**src/rtl/bsk_mgr_common_param_pkg.sv**
```systemverilog
// Shared BSK manager parameters and the per-cut slice/entry types.
package bsk_mgr_common_param_pkg;

    localparam int BSK_CUT_NB  = 2;
    localparam int CUT_SLICE_W = 64;

    typedef logic [CUT_SLICE_W-1:0] cut_slice_t;

    typedef struct packed {
        logic       last;
        cut_slice_t data;
    } cut_entry_t;

endpackage

```
**src/rtl/bsk_mgr_cut_gather_fifo.sv**
```systemverilog
// Single-cut synchronous FIFO; head is always the oldest entry, no bypass.
module bsk_mgr_cut_gather_fifo #(
    parameter int W     = 65,
    parameter int DEPTH = 4
) (
    input  logic         clk,
    input  logic         a_rst,
    input  logic         push,
    input  logic [W-1:0] push_data,
    input  logic         pop,
    output logic [W-1:0] head,
    output logic         full,
    output logic         empty
);

    localparam int AW = $clog2(DEPTH);
    localparam logic [AW:0] FULL_CNT = (AW + 1)'(DEPTH);

    logic [W-1:0]  mem [DEPTH];
    logic [AW-1:0] wr_ptr;
    logic [AW-1:0] rd_ptr;
    logic [AW:0]   count;

    // Memory is cleared on reset so the head (and thus out_data) reads 0.
    always_ff @(posedge clk or posedge a_rst) begin
        if (a_rst) begin
            wr_ptr <= '0;
            rd_ptr <= '0;
            count  <= '0;
            for (int i = 0; i < DEPTH; i++) begin
                mem[i] <= '0;
            end
        end else begin
            if (push) begin
                mem[wr_ptr] <= push_data;
                wr_ptr      <= wr_ptr + 1'b1;
            end
            if (pop) begin
                rd_ptr <= rd_ptr + 1'b1;
            end
            case ({push, pop})
                2'b10:   count <= count + 1'b1;
                2'b01:   count <= count - 1'b1;
                default: count <= count;
            endcase
        end
    end

    assign head  = mem[rd_ptr];
    assign full  = (count == FULL_CNT);
    assign empty = (count == '0);

endmodule

```
**src/rtl/bsk_mgr_cut_gather.sv**
```systemverilog
// Buffers per-cut BSK slices and re-assembles them into full words in order,
// flagging last-of-batch disagreement between cuts and counting batches.
module bsk_mgr_cut_gather
    import bsk_mgr_common_param_pkg::*;
#(
    parameter int CUT_W       = CUT_SLICE_W,
    parameter int FIFO_DEPTH  = 4,
    parameter int BATCH_CNT_W = 16
) (
    input  logic                        clk,
    input  logic                        a_rst,
    input  logic [BSK_CUT_NB*CUT_W-1:0] in_cut_data,
    input  logic [BSK_CUT_NB-1:0]       in_cut_last,
    input  logic [BSK_CUT_NB-1:0]       in_cut_vld,
    output logic [BSK_CUT_NB-1:0]       in_cut_rdy,
    output logic [BSK_CUT_NB*CUT_W-1:0] out_data,
    output logic                        out_last,
    output logic                        out_vld,
    input  logic                        out_rdy,
    output logic                        err_last_mismatch,
    output logic [BATCH_CNT_W-1:0]      batch_cnt
);

    // Handshake: a transfer happens on a cycle where both vld and rdy are high;
    // in_cut_rdy depends only on stored FIFO state, never on out_rdy.
    logic                  rdy_en;
    logic [BSK_CUT_NB-1:0] push;
    logic [BSK_CUT_NB-1:0] full;
    logic [BSK_CUT_NB-1:0] empty;
    logic [BSK_CUT_NB-1:0] head_last;
    logic [CUT_W:0]        head [BSK_CUT_NB];
    logic                  pop;
    logic                  mismatch;

    // Holds rdy low during reset and releases it on the first clock after.
    always_ff @(posedge clk or posedge a_rst) begin
        if (a_rst) begin
            rdy_en <= 1'b0;
        end else begin
            rdy_en <= 1'b1;
        end
    end

    assign in_cut_rdy = {BSK_CUT_NB{rdy_en}} & ~full;
    assign out_vld    = &(~empty);
    assign pop        = out_vld & out_rdy;

    for (genvar c = 0; c < BSK_CUT_NB; c++) begin : g_cut
        assign push[c] = in_cut_vld[c] & in_cut_rdy[c];

        bsk_mgr_cut_gather_fifo #(
            .W     (CUT_W + 1),
            .DEPTH (FIFO_DEPTH)
        ) u_fifo (
            .clk       (clk),
            .a_rst     (a_rst),
            .push      (push[c]),
            .push_data ({in_cut_last[c], in_cut_data[c*CUT_W +: CUT_W]}),
            .pop       (pop),
            .head      (head[c]),
            .full      (full[c]),
            .empty     (empty[c])
        );

        assign out_data[c*CUT_W +: CUT_W] = head[c][CUT_W-1:0];
        assign head_last[c]               = head[c][CUT_W];
    end

    assign out_last = head_last[0];
    assign mismatch = out_vld & (|(head_last ^ {BSK_CUT_NB{head_last[0]}}));

    always_ff @(posedge clk or posedge a_rst) begin
        if (a_rst) begin
            err_last_mismatch <= 1'b0;
            batch_cnt         <= '0;
        end else begin
            if (mismatch) begin
                err_last_mismatch <= 1'b1;
            end
            if (pop && out_last) begin
                batch_cnt <= batch_cnt + 1'b1;
            end
        end
    end

endmodule

```
**config.mk**
```make
export PLATFORM = sky130hd
export DESIGN_NAME = bsk_mgr_cut_gather
export DESIGN_NICKNAME = d
export VERILOG_FILES = /design/src/rtl/bsk_mgr_common_param_pkg.sv /design/src/rtl/bsk_mgr_cut_gather_fifo.sv /design/src/rtl/bsk_mgr_cut_gather.sv
export SDC_FILE = /design/constraint.sdc
export NUM_CORES = 1
export LEC_CHECK = 0
export CAP_MARGIN = 20
export CORE_ASPECT_RATIO = 0.8
export CORE_MARGIN = 2
export CORE_UTILIZATION = 40
export CTS_BUF_LIST = sky130_fd_sc_hd__clkbuf_8 sky130_fd_sc_hd__clkbuf_16
export DETAILED_ROUTE_END_ITERATION = 7
export DONT_BUFFER_PORTS = 1
export HOLD_SLACK_MARGIN = 0.12
export PLACE_DENSITY_LB_ADDON = 0.08
export SETUP_SLACK_MARGIN = 0.15
export SYNTH_ARGS = -nofsm -noshare
export SYNTH_HDL_FRONTEND = slang
export SYNTH_HIERARCHICAL = 1
export SYNTH_SLANG_ARGS = --single-unit
```
**constraint.sdc**
```tcl
create_clock -name clk -period 7.5 [get_ports clk]
set_clock_uncertainty 0.05 [all_clocks]
set_input_delay 0.75 -clock clk [delete_from_list [all_inputs] [get_ports clk]]
set_output_delay 0.75 -clock clk [all_outputs]
set_load 0.005 [all_outputs]
```
Word-level counts from Yosys, hierarchy flattened
Cells that the tools add are included.

$add $sub $neg: 9. Magnitude comparators: 6. Equality and inequality tests: 6. Muxes and demuxes: 14. Bitwise gates (word level): 12. Reductions and logical operators: 9.

Operators with widths (number): 260-bit bitwise mux (2); 65-bit 2-to-1 mux (6); 65-bit binary-select mux with 2-bit select (2); 65-bit demux with 2-bit select (2); 16-bit by 1-bit adder with 16-bit output, second input constant (1); 3-bit greater-or-equal comparator, second input constant (4); 2-bit NOT with 3-bit output (4); 3-bit case mux with 2 select lines (2); 2-bit by 1-bit adder with 2-bit output, second input constant (4); 3-bit by 1-bit adder with 3-bit output, second input constant (2); 3-bit == test, second input constant (2); 3-bit logical NOT (2); 3-bit by 1-bit < comparator with 1-bit output, second input constant (2); 3-bit by 1-bit subtractor with 3-bit output, second input constant (2); 1-bit bitwise AND (4); 2-bit by 1-bit == test with 1-bit output, second input constant (2); 2-bit == test, second input constant (2); 2-bit NOT (2); 2-bit nonzero test (2); 1-bit logical AND (3); 2-bit bitwise AND (1); 2-bit AND reduction (1); 2-bit OR reduction (1); 2-bit XOR (1).

Register bits after elaboration: 552. Bits of input ports: 135. Output and inout port bits: 149. Word-level logic and storage cells: 73.

Logic depth before layout (Yosys ltp)
Word-level depth: 7. Gate-level depth with buffers: 12. Mapped depth without buffers: 11.

Hierarchy
Netlist, hierarchy kept.

By module, submodules not included: bsk_mgr_cut_gather_fifo (times used 2, cells an instance 665, area an instance 11662.4 um2, seq. area each 6681.4 um2); bsk_mgr_cut_gather (times used 1, cells an instance 72, area an instance 859.6 um2, seq. area each 450.4 um2).

Worst setup path before layout
Ideal clock, no wire load.

Path type: in2reg. From: in in_cut_vld[0]. To: reg g_cut[0].u_fifo.count[2]. Library setup time: 0.079 ns. Arrival time: 2.021 ns. Data required time: 7.371 ns. Slack: 5.350 ns. Stages: 9. Buffers on the path: 1. Cell sequence: and2_1 > buf_4 > inv_1 > ha_1 > inv_1 > fa_1 > xor2_1 > nor2_1 > xor2_1.

Longest elaborated chain between the ends: 3. Elaborated cells between the ends (all ways): 5. Those cells by class: eq/ne (2); mux (1); bitwise (1); reduce/logical (1).

Ends and longest elaborated chain: start: declaration (line bsk_mgr_cut_gather.sv:14) `input logic [BSK_CUT_NB-1:0] in_cut_vld,`; 1-bit bitwise AND * (line bsk_mgr_cut_gather.sv:49) `assign push[c] = in_cut_vld[c] & in_cut_rdy[c];`; 2-bit by 1-bit == test with 1-bit output / 2-bit == test (equally long branches) (line bsk_mgr_cut_gather_fifo.sv:41) `case ({push, pop})`; 3-bit case mux with 2 select lines / 2-bit nonzero test (equally long branches); end signal: assignment (line bsk_mgr_cut_gather_fifo.sv:42) `2'b10: count <= count + 1'b1;`; end signal: assignment (line bsk_mgr_cut_gather_fifo.sv:43) `2'b01: count <= count - 1'b1;`; end signal: assignment (line bsk_mgr_cut_gather_fifo.sv:44) `default: count <= count;`; end: declaration (line bsk_mgr_cut_gather_fifo.sv:22) `logic [AW:0] count;`.

Every way passes the cells marked *; elsewhere a longest branch is shown, timed or not. A chain may end at the register's enable or synchronous reset.

Final worst setup path
From: reg g_cut[0].u_fifo.rd_ptr[0]. To: out out_last.

Longest elaborated chain between the ends: 4.

Ends and longest elaborated chain: start: declaration (line bsk_mgr_cut_gather_fifo.sv:21) `logic [AW-1:0] rd_ptr;`; start signal: assignment (line bsk_mgr_cut_gather_fifo.sv:39) `rd_ptr <= rd_ptr + 1'b1;`; 2-bit NOT with 3-bit output (not written as such) (line bsk_mgr_cut_gather_fifo.sv:49) `assign head = mem[rd_ptr];`; 65-bit binary-select mux with 2-bit select (line bsk_mgr_cut_gather_fifo.sv:49); 65-bit 2-to-1 mux (not written as such) (2 in series) (line bsk_mgr_cut_gather_fifo.sv:49); end: declaration (line bsk_mgr_cut_gather.sv:17) `output logic out_last,`.

Every way passes these cells. The select of a mux whose other input is x is not followed.

==> metrics.md <==
| Metric | Value |
|---|---|
| Worst Path Max Fanout | `42` |
| Most frequent cells in the layout | `dfrtp_1, mux2_2, mux4_2` |
| Fin. Hold Viols | `0` |
| Post-DRT Antenna Nets | `0` |
| All-Layer GR Usage | `16.7%` |
| DP Area | `24600 µm²` |
| Period utilization | `48.9%` |
| CTS root buf | `clkbuf_16` |
| WP data required | `6.70 ns` |
| CP startpoint | `g_cut[0].u_fifo/rd_ptr[0]$_DFFE_PP0P_` |
| Hold Startpoint | `in_cut_data[57]` |
| Maximum vdd drop | `0.263 mV` |
| Synth Net Count | `1550` |
| RR Startpoint | `g_cut[0].u_fifo/rd_ptr[0]$_DFFE_PP0P_` |
| Max clock buf depth | `3` |
| Number of max-cap violations | `0` |
| Share of cells above drive strength 1 | `53.8%` |
| Gate Count Post-Synth | `1402` |
| Design area | `26600 µm²` |
| Vias in the first global route | `13100` |
| Core area | `59700 µm²` |
| Routability Congestion | `0.727` |
| DRC Markers | `0` |
| IO Port Bufs | `0` |
| Max_slew headroom | `24.2%` |
| Max Slew Vio Count | `0` |
| Starting Density | `40.5%` |
| DP Wirelength | `30.5 mm` |
| Worst-Skew Late Latency | `0.60 ns` |
| Synth top area cells | `dfrtp_1, mux2_2, mux4_2, buf_6, ha_1` |
| Worst-margin pin slew | `1.14 ns` |
| R2r setup slk | `4.42 ns` |
| Most common cell after layout, fill and taps aside | `dfrtp_1` |
| Post-Route Setup TNS | `0 ns` |
| Post CTS Setup Buffer Count | `0` |
| Total power | `12.1 mW` |
| DIE AREA | `62500 µm²` |
| Pwr per Cell Area | `454 nW/µm²` |
| Status | `complete, no violations` |
| Leak | `11.5 nW` |
| Pre-CTS setup slack | `4.28 ns` |
| Remaining Overflow, GRT | `0` |
| Initial DRC Count | `512` |
| Die W | `279 µm` |
| Fmax | `0.273 GHz` |
| Die extent in y | `224 µm` |
| 1st-pass router iterations | `4` |
| Tmin final | `3.67 ns` |
| Syn avg cell area | `17.2 µm²` |
| CTS clock-pin slew for the worst setup and hold paths | `0.06 ns` |
| Layout Utilization | `44.6%` |
| CP Launch Type | `flip-flop` |
| First-pass GRT wire length | `80.5 mm` |
| HP Class | `primary input to flip-flop` |
| Seq/Total Area, Yosys | `57.1%` |
| Critical Path AT | `2.87 ns` |
| PnR worst setup slack | `3.83 ns` |
| # rows | `80` |
| Wirelength, routed | `51.5 mm` |
| Initial antenna violation count | `1` |
| Final Setup Violations | `0` |
| Leading area contributor after synthesis | `dfrtp_1` |
| Synth warnings | `6` |
| Avg Vias per Cell | `5.35` |
| Drt wl/cell | `23.1 µm` |
| Hold depth | `1` |
| Synth Register Bits | `552` |
| Boundary pin count | `284` |
| TritonCTS clock tree | `built` |
| WS Path Type | `flip-flop to output port` |
| Vias after detailed routing | `11900` |
| Area growth, synth to finish | `9.97%` |
| RSZ-0062 raised after global routing | `no` |
| Synthesized cell area | `24200 µm²` |
| Final #Nets | `1544` |
| Synth top area share | `57.1%` |
| Clk sinks | `552` |
| CTS H-tree depth | `2` |
| Unique masters post-synth | `28` |
| Worst Setup End Kind | `output port` |
| Worst reg2reg path depth | `6` |
| Largest net degree at the start of global routing | `183` |
| Number of CTS-inserted buffers | `59` |
==> cell type report <==
class,count,area [µm²]
Clock inverter,35,180
Antenna cell,4,10.0
Timing Repair Buffer,19,210
Multi-Input combinational cell,747,9620
Sequential cell,552,13800
Inverter,17,71.3
Tap cell,779,975
Clock buffer,74,1710
Fill cell,5223,33100
==> path summary, 6_finish.rpt <==
path                                                        end
hold / removal             g_cut[0].u_fifo/mem[187]$_DFFE_PP0P_
max in group asynchronous  g_cut[1].u_fifo/mem[187]$_DFFE_PP0P_
min in group asynchronous   g_cut[0].u_fifo/mem[77]$_DFFE_PP0P_
setup reg to reg                      batch_cnt[10]$_DFFE_PP0P_
setup / recovery                                       out_last
hold reg to reg                       batch_cnt[15]$_DFFE_PP0P_
==> cells in the mapped netlist <==
cell / number
nand3_1: 4
nand2_1: 18
buf_4: 18
a21o_1: 1
mux2i_1: 2
mux2_2: 521
xor2_1: 15
conb_1: 1
fa_1: 2
dfrtp_1: 552
and3_1: 5
nor3_1: 3
nor2b_1: 2
nor4_4: 2
nand4bb_4: 1
ha_1: 11
inv_1: 17
xnor2_1: 13
nor3_2: 1
nand4_1: 3
and2_1: 3
o21ai_0: 2
and4_1: 1
nor2_1: 5
or2_1: 1
buf_6: 44
mux4_2: 130
buf_2: 24
==> cell families (layout without fill, tap and decap cells) <==
kind of cell,Yosys count,in the layout,synth area share (%)
DFF,552,552,57.1
xor gates and xnor gates,28,28,1.01
other,1,5,0.0155
muxes,653,653,36.4
AOI/OAI and AO/OA,3,3,0.0724
buffers and inverters,103,145,3.37
adders and majority gates,13,13,0.735
and+or+nand+nor,49,49,1.23
==> state kept, by name (all words and copies together) (netlist names) <==
name	flops
batch_cnt	16
err_last_mismatch	1
g_cut.u_fifo/count	6
g_cut.u_fifo/mem	520
g_cut.u_fifo/rd_ptr	4
g_cut.u_fifo/wr_ptr	4
rdy_en	1
==> stage by stage <==
stage,hold WS (ns),std cells
after global placement,0.432,2111
final,0.247,2227
after global routing,0.204,2223
after floorplan,0.401,1402
after detailed placement,0.437,2111
after CTS,0.200,2221
==> power breakdown <==
part           total (mW)  switching [mW]  internal, mW
logic                4.03            1.62          2.41
registers            5.25           0.801          4.45
clock network        2.79            1.16          1.62
total                12.1            3.59          8.48
==> worst max-delay path, cell delays in order (launching register included) <==
cell	delay [ns]
dfrtp_4	0.73
buf_4	0.76
mux4_2	0.77
==> repair_timing <==
item / CTS / global route
endpoints found under the hold margin: 66 / 0
hold buffers: 1 / 0
resized for setup: 0 / 0
==> metal layers <==
metal | GRT usage, % | vias to the layer above | wire (µm)
li1 | - | 5183 | -
met1 | 21.7 | 6464 | 22200
met2 | 27.2 | 203 | 24900
met3 | 5.28 | 67 | 3410
met4 | 4.27 | 0 | 968
met5 | 0 | - | 0
(Power assumes the default switching activity.)
